==> src/rtl/alu_sequencer.sv <==
// Single-issue front end for the 4-bit ALU: accepts an instruction, reads RF operands, writes back the ALU result.
// Latency 2 cycles accept-to-result; in_ready stays low until the result handshake, so res_ready stalls new issue but not writeback.
// Optional ALU_SEQ_DIVZ_CHECK_EN: DIV by zero suppresses writeback, returns 4'hF and raises err for the response.
module alu_sequencer #(
   parameter logic [3:0] RF_INIT = 4'h0
) (
   input  logic        clk,
   input  logic        rst_n,
   input  logic        in_valid,
   output logic        in_ready,
   input  logic [11:0] in_instr,
   output logic [2:0]  alu_oc,
   output logic [3:0]  alu_a,
   output logic [3:0]  alu_b,
   input  logic [3:0]  alu_f,
   output logic        res_valid,
   input  logic        res_ready,
   output logic [3:0]  res_data,
   output logic [1:0]  res_rd,
   output logic        busy,
   output logic        err
);

   typedef enum logic [1:0] {
      S_IDLE = 2'd0,
      S_EXEC = 2'd1,
      S_RESP = 2'd2
   } state_t;

   localparam logic [2:0] OC_DIV = 3'b011;

   state_t      state;
   state_t      state_nxt;
   logic        ld_q;
   logic [1:0]  rd_q;
   logic [3:0]  imm_q;
   logic [3:0]  rf [4];
   logic        accept;
   logic        divz;
   logic        wb_en;
   logic [3:0]  result;

   always_ff @(posedge clk or negedge rst_n) begin
      if (!rst_n) begin
         state <= S_IDLE;
      end else begin
         state <= state_nxt;
      end
   end

   always_comb begin
      state_nxt = state;
      case (state)
         S_IDLE:  if (in_valid) state_nxt = S_EXEC;
         S_EXEC:  state_nxt = S_RESP;
         S_RESP:  if (res_ready) state_nxt = S_IDLE;
         default: state_nxt = S_IDLE;
      endcase
   end

   always_comb begin
      in_ready = 1'b0;
      busy     = 1'b1;
      if (state == S_IDLE) begin
         in_ready = 1'b1;
         busy     = 1'b0;
      end
   end

   assign accept = in_valid & in_ready;

`ifdef ALU_SEQ_DIVZ_CHECK_EN
   assign divz = !ld_q && (alu_oc == OC_DIV) && (alu_b == 4'h0);
`else
   assign divz = 1'b0;
`endif

   assign result = ld_q ? imm_q : (divz ? 4'hF : alu_f);
   assign wb_en  = (state == S_EXEC) && !divz;

   always_ff @(posedge clk or negedge rst_n) begin
      if (!rst_n) begin
         ld_q      <= 1'b0;
         rd_q      <= 2'd0;
         imm_q     <= 4'h0;
         alu_oc    <= 3'd0;
         alu_a     <= 4'h0;
         alu_b     <= 4'h0;
         res_valid <= 1'b0;
         res_data  <= 4'h0;
         res_rd    <= 2'd0;
         for (int i = 0; i < 4; i++) begin
            rf[i] <= RF_INIT;
         end
      end else begin
         // ALU drive registers update only on accept, so they hold outside EXEC
         if (accept) begin
            ld_q   <= in_instr[11];
            rd_q   <= in_instr[7:6];
            imm_q  <= in_instr[3:0];
            alu_oc <= in_instr[10:8];
            alu_a  <= rf[in_instr[5:4]];
            alu_b  <= rf[in_instr[3:2]];
         end
         if (state == S_EXEC) begin
            res_data  <= result;
            res_rd    <= rd_q;
            res_valid <= 1'b1;
         end else if ((state == S_RESP) && res_ready) begin
            res_valid <= 1'b0;
         end
         if (wb_en) begin
            rf[rd_q] <= result;
         end
      end
   end

`ifdef ALU_SEQ_DIVZ_CHECK_EN
   always_ff @(posedge clk or negedge rst_n) begin
      if (!rst_n) begin
         err <= 1'b0;
      end else if (state == S_EXEC) begin
         err <= divz;
      end else if ((state == S_RESP) && res_ready) begin
         err <= 1'b0;
      end
   end
`else
   assign err = 1'b0;
`endif

endmodule
==> config.mk <==
export PLATFORM = sky130hd
export DESIGN_NAME = alu_sequencer
export DESIGN_NICKNAME = d
export VERILOG_FILES = /design/src/rtl/alu_sequencer.sv
export SDC_FILE = /design/constraint.sdc
export NUM_CORES = 1
export LEC_CHECK = 0
export ABC_CLOCK_PERIOD_IN_PS = 3200
export CORE_ASPECT_RATIO = 1.75
export CORE_UTILIZATION = 51
export CTS_BUF_LIST = sky130_fd_sc_hd__clkbuf_8
export CTS_CLUSTER_DIAMETER = 80
export CTS_CLUSTER_SIZE = 25
export DETAILED_ROUTE_END_ITERATION = 8
export MAX_ROUTING_LAYER = met4
export PLACE_DENSITY = 0.8
export REMOVE_ABC_BUFFERS = 1
export SKIP_LAST_GASP = 1
export SYNTH_ARGS = -nofsm -noshare
export SYNTH_HDL_FRONTEND = slang
export SYNTH_SLANG_ARGS = --single-unit
export TNS_END_PERCENT = 50
==> constraint.sdc <==
create_clock -name clk -period 3.2 [get_ports clk]
set_input_delay 0.64 -clock clk [delete_from_list [all_inputs] [get_ports clk]]
set_output_delay 0.64 -clock clk [all_outputs]
set_load 0.005 [all_outputs]
Word level (Yosys, flattened, before mapping)
Cells that the tools add are included.
- $lt $le $gt $ge: 4
- muxes and demuxes: 17
- bitwise logic cells: 4
- equality and inequality tests: 4
- reduce and logical (&&, ||, !) cells: 5
- operator list (operator ; number):
    $mux 4 ; 6
    $bmux 4 s2 ; 2
    $bwmux 16 ; 1
    $ge 3x3->1 const B ; 3
    $not 2->3 ; 3
    $demux 4 s2 ; 1
    $pmux 2 s3 ; 1
    $mux 1 ; 4
    $mux 2 ; 2
    $ne 2x2->1 const B ; 2
    $lt 3x1->1 const B ; 1
    $eq 2x1->1 const B ; 1
    $eq 2x2->1 const B ; 1
    $logic_and 1x1->1 ; 2
    $logic_not 2->1 ; 1
    $reduce_and 2->1 ; 1
    $reduce_bool 2->1 ; 1
    $and 1x1->1 ; 1
- register bits after elaboration: 43
- output and inout bits: 21
- bits of input ports: 20
- word-level logic and storage cells: 48

Logic depth before layout (Yosys ltp)
Gate-level depths: netlist (run 1).
- word-level depth: 6
- depth in mapped cells: 5
- depth with buffers taken out: 2

Worst setup path after synthesis (run 1)
No wires, ideal clock.
- kind: input to register
- start: input port in_instr[4]
- end: register alu_a[0]
- arrival: 1407 ps
- data required time: 3075 ps
- stages on the path: 2
- library setup time: 125 ps
- setup slack: 1668 ps
- cell sequence: mux4_1 mux2_4
- word-level cells in the longest chain between the ends: 4
- ends and longest elaborated chain (element ; line ; text):
    from (decl) ; 11 ; input logic [11:0] in_instr,
    $not 2->3 (implied by the code) ; 102 ; alu_a <= rf[in_instr[5:4]];
    $bmux 4 s2 ; 102 ;
    $mux 4 (implied by the code) (2 in a row) ; 102 ;
    to (signal assigned) ; 102 ;
    to (decl) ; 13 ; output logic [3:0] alu_a,
Every way passes these cells. The select of a mux whose other input is x is not followed.
A chain may end at the register's enable or synchronous reset.

Worst setup path after layout (run 1)
- start: register state[1]
- end: output port in_ready
- word-level cells in the longest chain between the ends: 2
- ends and longest elaborated chain (element ; line ; text):
    from (decl) ; 32 ; state_t state;
    from (signal assigned) ; 47 ; state <= state_nxt;
    $logic_not 2->1 ; 64 ; if (state == S_IDLE) begin
    $mux 1 ; 64 ;
    to (decl) ; 10 ; output logic in_ready,
Every way passes these cells.

==> results of run 1 <==
## final timing paths
| path | from | end | slack (ps) | cells after the start |
|---|---|---|---|---|
| max in group asynchronous | rst_n | rf[7] | 2140 | 1 |
| worst max-delay path | state[1] | in_ready | 1000 | 2 |
| min in group clk | alu_b[3] | alu_b[3] | 510 | 1 |
| worst max register to register | state[0] | res_data[1] | 1580 | 2 |
| worst min register to register | alu_b[3] | alu_b[3] | 510 | 1 |
| worst min-delay path | rst_n | alu_oc[1] | 480 | 1 |
## state kept, by name (all words and copies together), names as in the netlist
name	flops
rd_q	2
res_data	4
alu_b	4
state	2
imm_q	4
alu_oc	3
alu_a	4
res_valid	1
rf	16
ld_q	1
res_rd	2
## synth_stat cells
cell type	count
mux2_2	33
buf_2	1
a2bb2oi_1	1
a21boi_0	1
nor4b_4	1
nor3b_2	1
mux4_1	8
nor2b_1	1
and4bb_2	2
mux2_4	11
nor3b_1	1
or2_2	1
buf_8	1
conb_1	1
buf_4	1
and4b_1	1
dfrtp_1	43
buf_6	2
inv_1	2
nor2_1	1
## per-stage QoR
| stage | util, % | setup slack (ps) | instance area, um2 | std cells | hold slack, ps |
|---|---|---|---|---|---|
| after global placement | 65.6 | 982 | 2400 | 195 | 485 |
| after CTS | 68.4 | 982 | 2510 | 203 | 506 |
| final | 68.4 | 1000 | 2510 | 203 | 476 |
| after detailed placement | 65.6 | 934 | 2400 | 195 | 493 |
| after floorplan | - | 989 | 1950 | 109 | 344 |
| after global routing | 68.4 | 926 | 2510 | 203 | 531 |
## cells by family (layout without fill, tap and decap cells)
group / after synthesis / in the layout / share of synthesized area (%)
muxes: 52 / 52 / 37.4
DFF: 43 / 43 / 53.9
and+or+nand+nor: 9 / 9 / 4.76
buffers and inverters: 7 / 50 / 2.88
AOI/OAI and AO/OA: 2 / 2 / 0.815
other: 1 / 1 / 0.188
## metal layers
layer	vias to the layer above	wire length, um
li1	509	-
met4	0	68
met3	7	151
met1	576	1420
met2	39	2040
met5	-	0
## worst max-delay path: cells and delay by family, from the launching register on
| family | cells | cell delay, ps |
|---|---|---|
| buffers and inverters | 1 | 550 |
| DFF | 1 | 510 |
| and+or+nand+nor | 1 | 200 |
## power by group through the flow
stage / combinational [mW] / sequential [mW] / clock, mW
after floorplan: 0.582 / 0.986 / 0
after global placement: 0.937 / 1.01 / 0
after detailed placement: 0.976 / 1.05 / 0
after CTS: 0.980 / 1.04 / 0.387
after global routing: 1.03 / 1.08 / 0.408
final: 0.967 / 1.03 / 0.378
## layout make-up
type / count / area [um2] / area share [%]
multi-input combinational: 64 / 868 / 34.6
sequential: 43 / 1080 / 42.9
inverter: 2 / 7.51 / 0.300
tap: 46 / 57.6 / 2.30
clock buffer: 7 / 96.3 / 3.84
timing repair buffer: 40 / 393 / 15.7
clock inverter: 1 / 7.51 / 0.300
==> flow_summary_export.csv, run 1 <==
group,metric,value,unit
status,outcome,"finished, final reports clean",
drt,wl_per_cell,18.2,um
cells_and_area,areaGrowthSynthToFinish,25.6,%
clock_network,numCtsBuffers,5,
timing,rsz0062_at_grt,"no",
drt,num_vias,1131,
die,die_w,49.3,um
timing,slew_violations,0,
flow_run,drv_cap,0,
cells_and_area,final_cell_mix,"dfrtp_1 (43), clkdlybuf4s50_1 (38), mux2_2 (33)",
worst_setup_path,worst_ep_required_time,2560,ps
global_routing,overflow,0,
timing,worst_pin_slew,927,ps
global_routing,gr-usage-met3,4.35,%
timing,fin_skew,7.24,ps
drt,ant_nets,0,
worst_setup_path,cp_slowest_cell,"clkdlybuf4s50_1",
clock_network,cts_tree,"built",
global_routing,grt_util_met1,21.9,%
clock_network,post-cts-setup-buffers,0,
power_and_ir_drop,powerDensity,949,nW/um2
timing,setup_viol,0,
worst_setup_path,worst_setup_path_end_kind,"output pin",
power_and_ir_drop,total_power,2.38,mW
timing,fin_setup_tns,0,ps
place,gp_congestion,0.759,
global_routing,grt_max_degree,44,
drt,first_pass_iters,4,
power_and_ir_drop,pwr-share-seq,43.5,%
die,core_area,3660,um2
drt,drc,0,
cells_and_area,drive_gt1_share,37.6,%
synth,syn_inst,114,
cells_and_area,fin_nets,176,
clock_network,cts-root-buf,"clkbuf_8",
global_routing,grt_use_total,20.3,%
clock_network,h-tree-depth,2,
cells_and_area,fillers,256,
cells_and_area,layout_commonest_cell,"dfrtp_1",
clock_network,cts_resized,0,
clock_network,max-clock-path-buffers,2,
clock_network,clkTransAtPathRegs,80,ps
timing,relSlewSlack,38.2,%
global_routing,grt_pass1_wl,6.06,mm
timing,hold_viol_final,0,
synth,synth.top_cells.by_area,"dfrtp_1 (54%), mux2_2 (19%), mux4_1 (11%)",
clock_network,holdBufCountCts,0,
timing,layout_min_cycle_time,2200,ps
synth,netlist-cell-type-count,20,
clock_network,cts.sinks,43,
cells_and_area,antennaDiodeCount,0,
power_and_ir_drop,p_int,1.70,mW
die,ios,41,
synth,postSynthAreaPerCell,17.5,um2
die,fp.dieH,84.8,um
power_and_ir_drop,leakage,1.08,nW
place,hpwlAfterDp,2.72,mm
global_routing,use_met2,35.2,%
worst_setup_path,setup.worst_path.class,"reg -> out",
worst_setup_path,cp-start-kind,"flop",
timing,max_clock_freq,455,MHz
synth,netlist.area_leader.share,53.9,%
timing,finalCritPeriodShare,68.7,%
drt,routed_wl,3.69,mm
place,port_buffers,39,
drt,via_per_inst,5.57,
worst_setup_path,cp_max_fo,10,
die,rows,29,
drt,drt_iter0_drc,16,
clock_network,clk_latency,290,ps
power_and_ir_drop,clockPowerShare,15.9,%
power_and_ir_drop,ir_drop,0.000592,V
worst_setup_path,slowest_delay,550,ps
synth,yosys.area.top_type,"dfrtp_1",
worst_setup_path,cp_cell_sequence,"nor2_1 > clkdlybuf4s50_1",
power_and_ir_drop,switching_share,28.6,%
global_routing,grt_pass1_vias,1195,
synth,ys_ff_latch,43,
global_routing,antenna_found_initial,0,
synth,syn-cell-area,2000,um2
synth,ys_seq_area_share,53.9,%
synth,yosysWarnings,0,
global_routing,grt.busiest_layer,"met2",
hold_path,min_path_type,"in -> async",
die,dieArea,4180,um2
power_and_ir_drop,power.switching,0.681,mW
die,start_util,54.5,%
worst_setup_path,cp.arrival,1560,ps
power_and_ir_drop,p_comb_share,40.6,%
Power figures use the tool's default switching activity.
==> run 2: changes to the inputs <==
--- a/config.mk
+++ b/config.mk
@@ -5,15 +5,15 @@
 export SDC_FILE = /design/constraint.sdc
 export NUM_CORES = 1
 export LEC_CHECK = 0
-export ABC_CLOCK_PERIOD_IN_PS = 3200
+export ABC_CLOCK_PERIOD_IN_PS = 1750
 export CORE_ASPECT_RATIO = 1.75
-export CORE_UTILIZATION = 51
+export CORE_UTILIZATION = 48
 export CTS_BUF_LIST = sky130_fd_sc_hd__clkbuf_8
 export CTS_CLUSTER_DIAMETER = 80
 export CTS_CLUSTER_SIZE = 25
 export DETAILED_ROUTE_END_ITERATION = 8
 export MAX_ROUTING_LAYER = met4
-export PLACE_DENSITY = 0.8
+export PLACE_DENSITY = 0.79
 export REMOVE_ABC_BUFFERS = 1
 export SKIP_LAST_GASP = 1
 export SYNTH_ARGS = -nofsm -noshare
==> constraint.sdc (replaced) <==
create_clock -name clk -period 1.75 [get_ports clk]
set_input_delay 0.35 -clock clk [delete_from_list [all_inputs] [get_ports clk]]
set_output_delay 0.35 -clock clk [all_outputs]
set_load 0.005 [all_outputs]
==> flow_summary_export.csv, run 2 (synthesis gave the netlist of run 1 again) <==
group,metric,value,unit
worst_setup_path,setup.worst_path.class,"in -> reg",
timing,setup_viol,0,
clock_network,clkTransAtPathRegs,70,ps
die,start_util,50.6,%
die,rows,30,
worst_setup_path,rr_endpoint,"res_rd[1]",
drt,routed_wl,3.68,mm
cells_and_area,stdcell_count,207,
drt,via_per_inst,5.45,
global_routing,grt_use_total,19.4,%
die,fp.dieH,87.3,um
timing,fin_skew,6.63,ps
worst_setup_path,worst_ep_required_time,1920,ps
cells_and_area,final_cell_mix,"dfrtp_1 (41), clkdlybuf4s50_1 (38), mux2_2 (33)",
worst_setup_path,slowest_delay,630,ps
clock_network,max-clock-path-buffers,2,
timing,max_clock_freq,596,MHz
timing,fin_ws,72.0,ps
drt,num_vias,1129,
global_routing,antenna_found_initial,0,
worst_setup_path,cp_slowest_cell,"clkdlybuf4s50_1",
die,dieArea,4430,um2
global_routing,grt_pass1_vias,1220,
drt,drc,0,
drt,first_pass_iters,4,
cells_and_area,antennaDiodeCount,0,
place,hpwlAfterDp,2.80,mm
hold_path,min_path_type,"in -> async",
timing,hold_viol_final,0,
worst_setup_path,cp_cell_sequence,"clkdlybuf4s50_1 > mux4_1 > mux2_4",
power_and_ir_drop,leakage,1.10,nW
global_routing,grt_pass1_wl,6.00,mm
die,die_w,50.7,um
drt,ant_nets,0,
timing,rsz0062_at_grt,"no",
place,numPlacedInstances,198,
clock_network,holdBufCountCts,0,
cells_and_area,fin_nets,179,
timing,finalCritPeriodShare,95.9,%
worst_setup_path,worst_setup_path_end_kind,"flop",
clock_network,cts_tree,"built",
clock_network,clk_latency,290,ps
worst_setup_path,cp.arrival,1850,ps
timing,layout_min_cycle_time,1680,ps
worst_setup_path,worstReg2RegStart,"state[1]",
cells_and_area,layout_commonest_cell,"dfrtp_1",
place,preCtsSetupSlack,-233,ps
flow_run,drv_cap,0,
status,outcome,"finished, final reports clean",
clock_network,h-tree-depth,2,
clock_network,numCtsBuffers,5,
drt,wl_per_cell,17.8,um
die,ios,41,
timing,fin_setup_tns,0,ps
worst_setup_path,reg2reg_depth,3,
clock_network,cts.sinks,43,
timing,worst_pin_slew,535,ps
clock_network,cts-root-buf,"clkbuf_8",
worst_setup_path,cp-start-kind,"input port",
cells_and_area,top_register,"rf",
place,gp_congestion,0.745,
cells_and_area,areaGrowthSynthToFinish,28.3,%
cells_and_area,largest_reg_flops,16,
die,core_area,3940,um2
timing,slew_violations,0,
cells_and_area,drive_gt1_share,39.6,%
drt,drt_iter0_drc,5,
global_routing,grt_max_degree,25,
global_routing,overflow,0,
timing,relSlewSlack,64.2,%
worst_setup_path,reg2reg_setup_slack,190,ps
power_and_ir_drop,ir_drop,0.00106,V
worst_setup_path,cp_max_fo,5,
power_and_ir_drop,powerDensity,1730,nW/um2
place,port_buffers,39,
==> run 2: cell count changes in the layout (fill, tap and decap cells not counted), moves of 2 or more <==
cell	before	now
dfrtp_1	43	41
clkbuf_8	7	5
dfrtp_2	0	2
buf_12	0	2
==> run 2: where the power goes <==
group	internal, mW	switching, mW	total, mW
Combinational	1.30	0.566	1.86
Sequential	1.50	0.358	1.86
Clock	0.412	0.299	0.711
Total	3.21	1.22	4.43
==> run 2: how the worst max path moves through the flow <==
stage | startpoint | endpoint | slack [ps] | cells after the start
after floorplan | state[1] | imm_q[0] | -320 | 2
after global placement | in_instr[2] | alu_b[0] | -170 | 3
after detailed placement | in_instr[4] | alu_a[1] | -230 | 3
after CTS | state[0] | in_ready | 40 | 2
after global routing | state[0] | in_ready | 20 | 2
final | in_instr[2] | alu_b[2] | 70 | 3
==> run 2: per-layer routing <==
metal  part of all wire (%)  vias to the layer above  track usage [%]
li1                       -                      522                -
met1                     39                      582             21.3
met2                     57                       21             33.6
met3                    2.0                        4             3.14
met4                    1.5                        0             8.84
met5                      0                        -                -
==> run 2: area by class of cell <==
| cell class | count | area (um2) |
|---|---|---|
| multi-input cells | 64 | 871 |
| flip-flops and latches | 43 | 1080 |
| fillers | 305 | 1380 |
| inverters | 2 | 7.51 |
| clock inverters | 2 | 33.8 |
| well taps | 48 | 60.1 |
| clock buffers | 5 | 68.8 |
| repair buffers | 43 | 440 |
==> run 2: through the flow <==
| step | cell area [um2] | utilization (%) | power [mW] | hold WS (ps) |
|---|---|---|---|---|
| detailed placement | 2440 | 61.8 | 3.73 | 335 |
| finish | 2560 | 65.0 | 4.43 | 18.3 |
| global placement | 2440 | 61.8 | 3.61 | 322 |
| floorplan | 1950 | - | 2.87 | 54.4 |
| CTS | 2560 | 64.9 | 4.49 | 20.2 |
| global route | 2560 | 65.0 | 4.70 | 38.2 |
==> run 2: timing repair <==
| item | 4_1_cts | 5_1_grt |
|---|---|---|
| resized for setup | 2 | 1 |
| endpoints found under the setup margin | 2 | 1 |
| buffers inserted | 2 | 0 |
==> run 2: critical path: cells and delay by family <==
kind,cells,cell delay [ps]
mux,2,870
buf+inv,1,630
==> run 3: changes to the inputs <==
--- a/config.mk
+++ b/config.mk
@@ -5,15 +5,15 @@
 export SDC_FILE = /design/constraint.sdc
 export NUM_CORES = 1
 export LEC_CHECK = 0
-export ABC_CLOCK_PERIOD_IN_PS = 1750
+export ABC_CLOCK_PERIOD_IN_PS = 1800
 export CORE_ASPECT_RATIO = 1.75
-export CORE_UTILIZATION = 48
+export CORE_UTILIZATION = 50
 export CTS_BUF_LIST = sky130_fd_sc_hd__clkbuf_8
 export CTS_CLUSTER_DIAMETER = 80
 export CTS_CLUSTER_SIZE = 25
 export DETAILED_ROUTE_END_ITERATION = 8
 export MAX_ROUTING_LAYER = met4
-export PLACE_DENSITY = 0.79
+export PLACE_DENSITY = 0.78
 export REMOVE_ABC_BUFFERS = 1
 export SKIP_LAST_GASP = 1
 export SYNTH_ARGS = -nofsm -noshare
==> constraint.sdc (replaced) <==
create_clock -name clk -period 1.8 [get_ports clk]
set_input_delay 0.36 -clock clk [delete_from_list [all_inputs] [get_ports clk]]
set_output_delay 0.36 -clock clk [all_outputs]
set_load 0.005 [all_outputs]
==> flow_summary_export.csv, run 3 (synthesis gave the netlist of run 1 again) <==
group,metric,value,unit
die,die_w,49.8,um
clock_network,max-clock-path-buffers,2,
clock_network,h-tree-depth,2,
cells_and_area,fillers,281,
status,outcome,"finished, final reports clean",
power_and_ir_drop,p_comb_share,40.4,%
worst_setup_path,cp_cell_sequence,"nor2_1 > clkdlybuf4s50_1",
drt,num_vias,1166,
power_and_ir_drop,powerDensity,1750,nW/um2
clock_network,cts-root-buf,"clkbuf_8",
hold_path,min_path_type,"in -> async",
drt,wl_per_cell,18.3,um
die,dieArea,4260,um2
cells_and_area,final-seq-area,1080,um2
worst_setup_path,worst_ep_required_time,1440,ps
power_and_ir_drop,p_int,3.28,mW
power_and_ir_drop,clockPowerShare,19.8,%
power_and_ir_drop,leakage,1.11,nW
worst_setup_path,cp_max_fo,2,
global_routing,use_met2,35.3,%
drt,drc,0,
worst_setup_path,cp.arrival,1370,ps
power_and_ir_drop,ir_drop,0.00132,V
cells_and_area,layout_commonest_cell,"dfrtp_1",
drt,ant_nets,0,
timing,rsz0062_at_grt,"no",
worst_setup_path,cp-start-kind,"flop",
cells_and_area,antennaDiodeCount,0,
worst_setup_path,cp_slowest_cell,"clkdlybuf4s50_1",
clock_network,cts_tree,"built",
cells_and_area,areaGrowthSynthToFinish,29.6,%
clock_network,numCtsBuffers,5,
worst_setup_path,worst_setup_path_end_kind,"output pin",
die,fp.dieH,85.6,um
worst_setup_path,setup.worst_path.class,"reg -> out",
flow_run,drv_cap,0,
drt,first_pass_iters,4,
timing,fin_skew,4.35,ps
global_routing,grt_pass1_vias,1267,
place,gp_congestion,0.758,
cells_and_area,multiInputGateArea,868,um2
timing,max_clock_freq,578,MHz
cells_and_area,largest_reg_flops,16,
timing,worst_pin_slew,544,ps
global_routing,gr-usage-met3,5.85,%
global_routing,grt_util_met1,22.5,%
cells_and_area,final_cell_mix,"dfrtp_1 (41), clkdlybuf4s50_1 (38), mux2_2 (33)",
timing,slew_violations,0,
global_routing,overflow,0,
cells_and_area,fin_nets,180,
cells_and_area,drive_gt1_share,40.4,%
drt,routed_wl,3.83,mm
die,start_util,52.1,%
global_routing,grt.busiest_layer,"met2",
timing,hold-worst-slack,123,ps
power_and_ir_drop,power.switching,1.25,mW
global_routing,grt_pass1_wl,6.26,mm
worst_setup_path,slowest_delay,520,ps
power_and_ir_drop,pwr-share-seq,39.8,%
drt,via_per_inst,5.58,
timing,setup_viol,0,
die,ios,41,
timing,layout_min_cycle_time,1730,ps
clock_network,clkTransAtPathRegs,80,ps
clock_network,cts.sinks,43,
place,hpwlAfterDp,2.78,mm
timing,relSlewSlack,63.8,%
global_routing,grt_use_total,20.7,%
clock_network,clk_latency,300,ps
die,rows,30,
drt,drt_iter0_drc,8,
global_routing,antenna_found_initial,0,
global_routing,grt_max_degree,44,
place,port_buffers,39,
timing,finalCritPeriodShare,96.1,%
timing,hold_viol_final,0,
die,core_area,3830,um2
power_and_ir_drop,total_power,4.52,mW
power_and_ir_drop,switching_share,27.6,%
cells_and_area,top_register,"rf",
## run 3: power groups by stage
stage | Sequential (mW) | Clock [mW] | Combinational, mW
final | 1.80 | 0.894 | 1.83
after global routing | 1.86 | 0.949 | 1.96
after CTS | 1.81 | 0.906 | 1.86
after detailed placement | 1.86 | 0 | 1.77
after global placement | 1.80 | 0 | 1.70
after floorplan | 1.75 | 0 | 1.03
## run 3: metrics by stage
| step | setup TNS [ps] | setup WS (ps) | util, % | cell area (um2) | std cells |
|---|---|---|---|---|---|
| floorplan | -4060 | -268 | - | 1950 | 109 |
| global placement | -1030 | -137 | 63.5 | 2430 | 199 |
| detailed placement | -1310 | -180 | 63.5 | 2430 | 199 |
| CTS | 0 | 64.1 | 67.5 | 2590 | 209 |
| global route | 0 | 41.5 | 67.5 | 2590 | 209 |
| finish | 0 | 70.6 | 67.5 | 2590 | 209 |
## run 3: per-layer routing
layer  vias to the layer above  routed length, um
li1                        523                  -
met1                       611               1460
met2                        26               2190
met3                         6                120
met4                         0                 61
met5                         -                  0
## run 3: layout make-up
type,count,share of cell area [%]
clock buffer,5,2.66
clock inverter,3,2.61
inverter,2,0.290
multi-input combinational,64,33.6
sequential,43,41.7
tap,48,2.32
timing repair buffer,44,16.8
## run 3: timing repair
action	in CTS	in global routing
resized for setup	2	0
hold buffers	0	0
setup buffers	2	0
endpoints found under the setup margin	2	0
## run 3: final timing paths
check	start	cells past startpoint	to	slack (ps)
setup / recovery	state[0]	2	in_ready	70
hold / removal	rst_n	2	rf[10]	120
setup reg to reg	state[1]	3	rf[14]	260
hold reg to reg	alu_b[1]	1	alu_b[1]	510
max in group asynchronous	rst_n	2	state[0]	1280
min in group clk	alu_b[1]	1	alu_b[1]	510
## run 3: critical path: cells and delay by family, from the launching register on
family	cells	cell delay [ps]
buf+inv	1	520
flops	1	420
simple gates	1	130
